## config.mk

```make
export PLATFORM = sky130hd
export DESIGN_NAME = ifu_fetch
export DESIGN_NICKNAME = d
export VERILOG_FILES = /design/src/rtl/ifu_pkg.sv /design/src/rtl/fetch_buf.sv /design/src/rtl/ifu_fetch.sv
export SDC_FILE = /design/constraint.sdc
export NUM_CORES = 1
export LEC_CHECK = 0
export ABC_AREA = 1
export CAP_MARGIN = 15
export CORE_MARGIN = 3
export CORE_UTILIZATION = 40
export DETAILED_ROUTE_END_ITERATION = 6
export HOLD_SLACK_MARGIN = 0.02
export PLACE_DENSITY = 0.75
export REMOVE_ABC_BUFFERS = 1
export SETUP_SLACK_MARGIN = 0.4
export SYNTH_ARGS = -nofsm -noshare
export SYNTH_HDL_FRONTEND = slang
export SYNTH_HIERARCHICAL = 1
export SYNTH_SLANG_ARGS = --single-unit
```

## constraint.sdc

```tcl
create_clock -name clk -period 7.93 [get_ports clk]
set_clock_uncertainty 0.2 [all_clocks]
set_input_delay 2.379 -clock clk [delete_from_list [all_inputs] [get_ports clk]]
set_output_delay 2.379 -clock clk [all_outputs]
set_load 0.03 [all_outputs]
```

## src/rtl/ifu_pkg.sv

```systemverilog
// Shared constants and types for the instruction fetch unit.
package ifu_pkg;
  localparam int INST_BYTES = 4;
  localparam int DEF_PCW = 32;
  localparam int DEF_DW = 32;
  localparam logic [DEF_PCW-1:0] DEF_RESET_PC = 32'h0000_0000;

  typedef struct packed {
    logic [DEF_PCW-1:0] pc;
    logic [DEF_DW-1:0]  inst;
  } fetch_entry_t;
endpackage

```

## src/rtl/fetch_buf.sv

```systemverilog
// Two-entry FIFO between fetch and decode; head is read combinationally.
module fetch_buf #(
  parameter int WIDTH = 64
) (
  input  logic             clk,
  input  logic             rst,
  input  logic             flush,
  input  logic             enq,
  input  logic [WIDTH-1:0] enq_data,
  input  logic             deq,
  output logic [WIDTH-1:0] head_data,
  output logic [1:0]       count
);
  logic [WIDTH-1:0] mem [2];
  logic             wr_ptr_reg;
  logic             rd_ptr_reg;
  logic [1:0]       count_reg;

  for (genvar gi = 0; gi < 2; gi++) begin : g_slot
    always_ff @(posedge clk) begin
      if (enq && wr_ptr_reg == 1'(gi)) begin
        mem[gi] <= enq_data;
      end
    end
  end

  // Flush only drops pointers/count; stale slot contents are never exposed.
  always_ff @(posedge clk) begin
    if (rst || flush) begin
      wr_ptr_reg <= 1'b0;
      rd_ptr_reg <= 1'b0;
      count_reg  <= 2'd0;
    end else begin
      wr_ptr_reg <= wr_ptr_reg ^ enq;
      rd_ptr_reg <= rd_ptr_reg ^ deq;
      count_reg  <= count_reg + {1'b0, enq} - {1'b0, deq};
    end
  end

  assign head_data = (count_reg != 2'd0) ? mem[rd_ptr_reg] : '0;
  assign count     = count_reg;
endmodule

```

## src/rtl/ifu_fetch.sv

```systemverilog
// Fetch stage: owns the PC, addresses the ROM and buffers {pc, inst} for decode.
module ifu_fetch
  import ifu_pkg::*;
#(
  parameter int             AW       = 10,
  parameter int             DW       = 32,
  parameter int             PCW      = 32,
  parameter logic [PCW-1:0] RESET_PC = DEF_RESET_PC
) (
  input  logic           clk,
  input  logic           rst,
  output logic [AW-1:0]  rom_raddr,
  input  logic [DW-1:0]  rom_rdata,
  input  logic           redirect_valid,
  input  logic [PCW-1:0] redirect_pc,
  output logic           out_valid,
  input  logic           out_ready,
  output logic [PCW-1:0] out_pc,
  output logic [DW-1:0]  out_inst
);
  typedef struct packed {
    logic [PCW-1:0] pc;
    logic [DW-1:0]  inst;
  } entry_t;

  logic [PCW-1:0] pc_reg;
  logic [PCW-1:0] pc_next;
  logic [1:0]     count;
  logic           deq;
  logic           enq;
  entry_t         enq_entry;
  entry_t         head_entry;

  assign rom_raddr = pc_reg[AW+1:2];
  assign out_valid = (count != 2'd0);
  assign deq       = out_valid & out_ready;
  // A full buffer may still accept when the head leaves in the same cycle.
  assign enq       = !rst && !redirect_valid && ((count < 2'd2) || deq);

  always_comb begin
    enq_entry.pc   = pc_reg;
    enq_entry.inst = rom_rdata;
  end

  always_comb begin
    pc_next = pc_reg;
    if (redirect_valid) begin
      pc_next = redirect_pc & ~PCW'(3);
    end else if (enq) begin
      pc_next = pc_reg + PCW'(INST_BYTES);
    end
  end

  always_ff @(posedge clk) begin
    if (rst) begin
      pc_reg <= RESET_PC;
    end else begin
      pc_reg <= pc_next;
    end
  end

  fetch_buf #(
    .WIDTH($bits(entry_t))
  ) u_buf (
    .clk       (clk),
    .rst       (rst),
    .flush     (redirect_valid),
    .enq       (enq),
    .enq_data  (enq_entry),
    .deq       (deq),
    .head_data (head_entry),
    .count     (count)
  );

  assign out_pc   = head_entry.pc;
  assign out_inst = head_entry.inst;
endmodule

```

==> flow_metrics.tcl <==
set metrics [dict create \
    drt_pass1_iterations 5 \
    worst-setup-path-type "primary input to flip-flop" \
    synth.top_cells.by_area "edfxtp_1, nand2_1, dfxtp_1" \
    seqCellArea_mm2 0.00453 \
    yosysUniqueCellTypes 35 \
    grt_pass1_wl_mm 28.2 \
    portBuffers 140 \
    p_int_mw 1.52 \
    cts.sinks 162 \
    multiInputGateArea_mm2 0.00277 \
    grtUsageTotal 0.166 \
    whs_ps 337 \
    synth_most_common_cell "nand2_1" \
    min_period_ps 5600 \
    cap_violations 0 \
    cp_max_fo 40 \
    powerDensity_mw_per_mm2 204 \
    syn_area_mm2 0.00777 \
    async_reset_ff_frac 0 \
    ys_ff_latch 162 \
    cts_setup_buffers 0 \
    p_switching_mw 0.491 \
    nets 954 \
    final_max_slew_viol_count 0 \
    wl_per_cell_um 15.0 \
    dieHeight_um 145 \
    yosysSeqAreaShare 0.582 \
    cts.hold.buffers_added 0 \
    max_freq_mhz 179 \
    synthToLayoutAreaGrowth_pct 26.9 \
    cts-root-buf "clkbuf_16" \
    ant_nets 0 \
    rsz0062_at_grt "no" \
    dominantRegCellSynth "edfxtp_1" \
    run_status "complete, no violations" \
    synth_area_leader_cell "edfxtp_1" \
    vias_per_cell 4.83 \
    clkTransAtPathRegs_ps 60 \
    die_w_um 145 \
    finalPower_mw 2.01 \
    cts_tree "done" \
    setup_violations 0 \
    drt_iter0_markers 374 \
    layout-drive-gt1-share 0.208 \
    cts_resized 0 \
    synthCells 754 \
    grt_overflow 0 \
    n_fill_cell 1652 \
    clk_latency_ps 420 \
    setup-tns-final_ps 0 \
    antenna_found_initial 2 \
    yosys_warnings 6 \
    ir_drop_mv 0.136 \
    swShare 0.244 \
    finalHoldViolCount 0 \
    fin_crit_sh 0.706 \
    die_area_mm2 0.0211 \
    timing.reg2reg.setup_slack_ps 5350 \
    worst_setup_path_start_kind "primary input" \
    pin_count 143 \
    p_leak_nw 3.46 \
    cts_inserted_buffers 17 \
    pwr-share-seq 0.487 \
    hold_class "flip-flop to flip-flop" \
    fp.coreArea_mm2 0.0189 \
    clkPwrFrac 0.404 \
    place.gp.congestion 0.848 \
    drc_errors 0 \
    vias 5586 \
    cts_buffer_depth 2 \
    avgSynthCellArea_um2 10.3 \
    largest_reg_flops 128 \
    synthTopCellsByCount "nand2_1, edfxtp_1, nor2_1" \
    row_count 50 \
    cp.arrival_ps 5510 \
    start_util 0.411 \
    critPathRequiredTime_ps 7840 \
    pwr-share-comb 0.108 \
    synth_enable_flop_cells 128 \
    worstMarginPinSlew_ps 880 \
    synth_top_area_frac 0.495 \
    grt_pass1_vias 5343 \
    htree_levels 4 \
    dp_hpwl_mm 11.5 \
    wl_mm 17.4 \
    maxSlewHeadroom 0.412 \
    end_kind "flip-flop" \
    grt_max_degree 65 \
]
## final timing paths
check / from / to / depth (start not counted)
worst min register to register: pc_reg[31]$_SDFFE_PP0P_ / u_buf/mem[1][63]$_DFFE_PP_ / 0
worst max-delay path: redirect_valid / u_buf/mem[0][15]$_DFFE_PP_ / 7
worst max register to register: u_buf/count[1]$_SDFF_PP0_ / u_buf/mem[0][15]$_DFFE_PP_ / 5
worst min-delay path: pc_reg[31]$_SDFFE_PP0P_ / u_buf/mem[1][63]$_DFFE_PP_ / 0
## area by class of cell
class | count | share of cell area
Timing Repair Buffer | 149 | 0.150
Antenna cell | 2 | 0.000508
Inverter | 42 | 0.0160
Sequential cell | 162 | 0.459
Clock inverter | 14 | 0.0156
Multi-Input combinational cell | 509 | 0.281
Tap cell | 260 | 0.0330
Clock buffer | 18 | 0.0445
## kinds of logic after synthesis
family                   synth area share
AND/OR/NAND/NOR                     0.229
flip-flops                          0.582
AO/OA/AOI/OAI                       0.113
buffers and inverters              0.0662
adder cells (fa/ha/maj)           0.00805
XOR/XNOR                          0.00113
other                            0.000483
## layout by cell type (no fill, tap or decap), types with 12 or more instances in the layout
cell type,count
inv_1,38
nor2_1,63
edfxtp_1,128
a21oi_1,40
clkdlybuf4s50_1,140
a21oi_2,55
clkbuf_16,17
nand2_2,60
nand3_1,31
o21ai_0,12
dfxtp_1,33
nand2_1,196
## per-stage QoR
| step | area, µm² | worst slack (ps) | util | cells |
|---|---|---|---|---|
| after detailed placement | 9240 | 1910 | 0.489 | 1121 |
| final | 9860 | 2330 | 0.522 | 1156 |
| after CTS | 9830 | 2360 | 0.521 | 1153 |
| after floorplan | 7430 | 1980 | - | 713 |
| after global routing | 9860 | 2120 | 0.522 | 1156 |
| after global placement | 9240 | 1960 | 0.489 | 1121 |
## power groups by stage
stage,sequential (mW),combinational (mW),clock (mW)
final,0.979,0.218,0.812
after CTS,0.979,0.219,0.830
after floorplan,0.998,0.111,0
after global routing,0.983,0.236,0.864
after global placement,0.996,0.215,0
after detailed placement,0.998,0.219,0
## critical path: stages
cell and delay [ps]:
clkdlybuf4s50_1 870, inv_1 170, buf_4 430, o211ai_4 290, inv_2 380, ha_4 620, buf_4 350
## metal layers
| metal | GRT usage | part of all wire |
|---|---|---|
| met5 | 0 | 0 |
| met4 | 0.0560 | 0.015 |
| met3 | 0.0399 | 0.054 |
| met2 | 0.285 | 0.50 |
| met1 | 0.208 | 0.43 |
(Power assumes the default switching activity.)
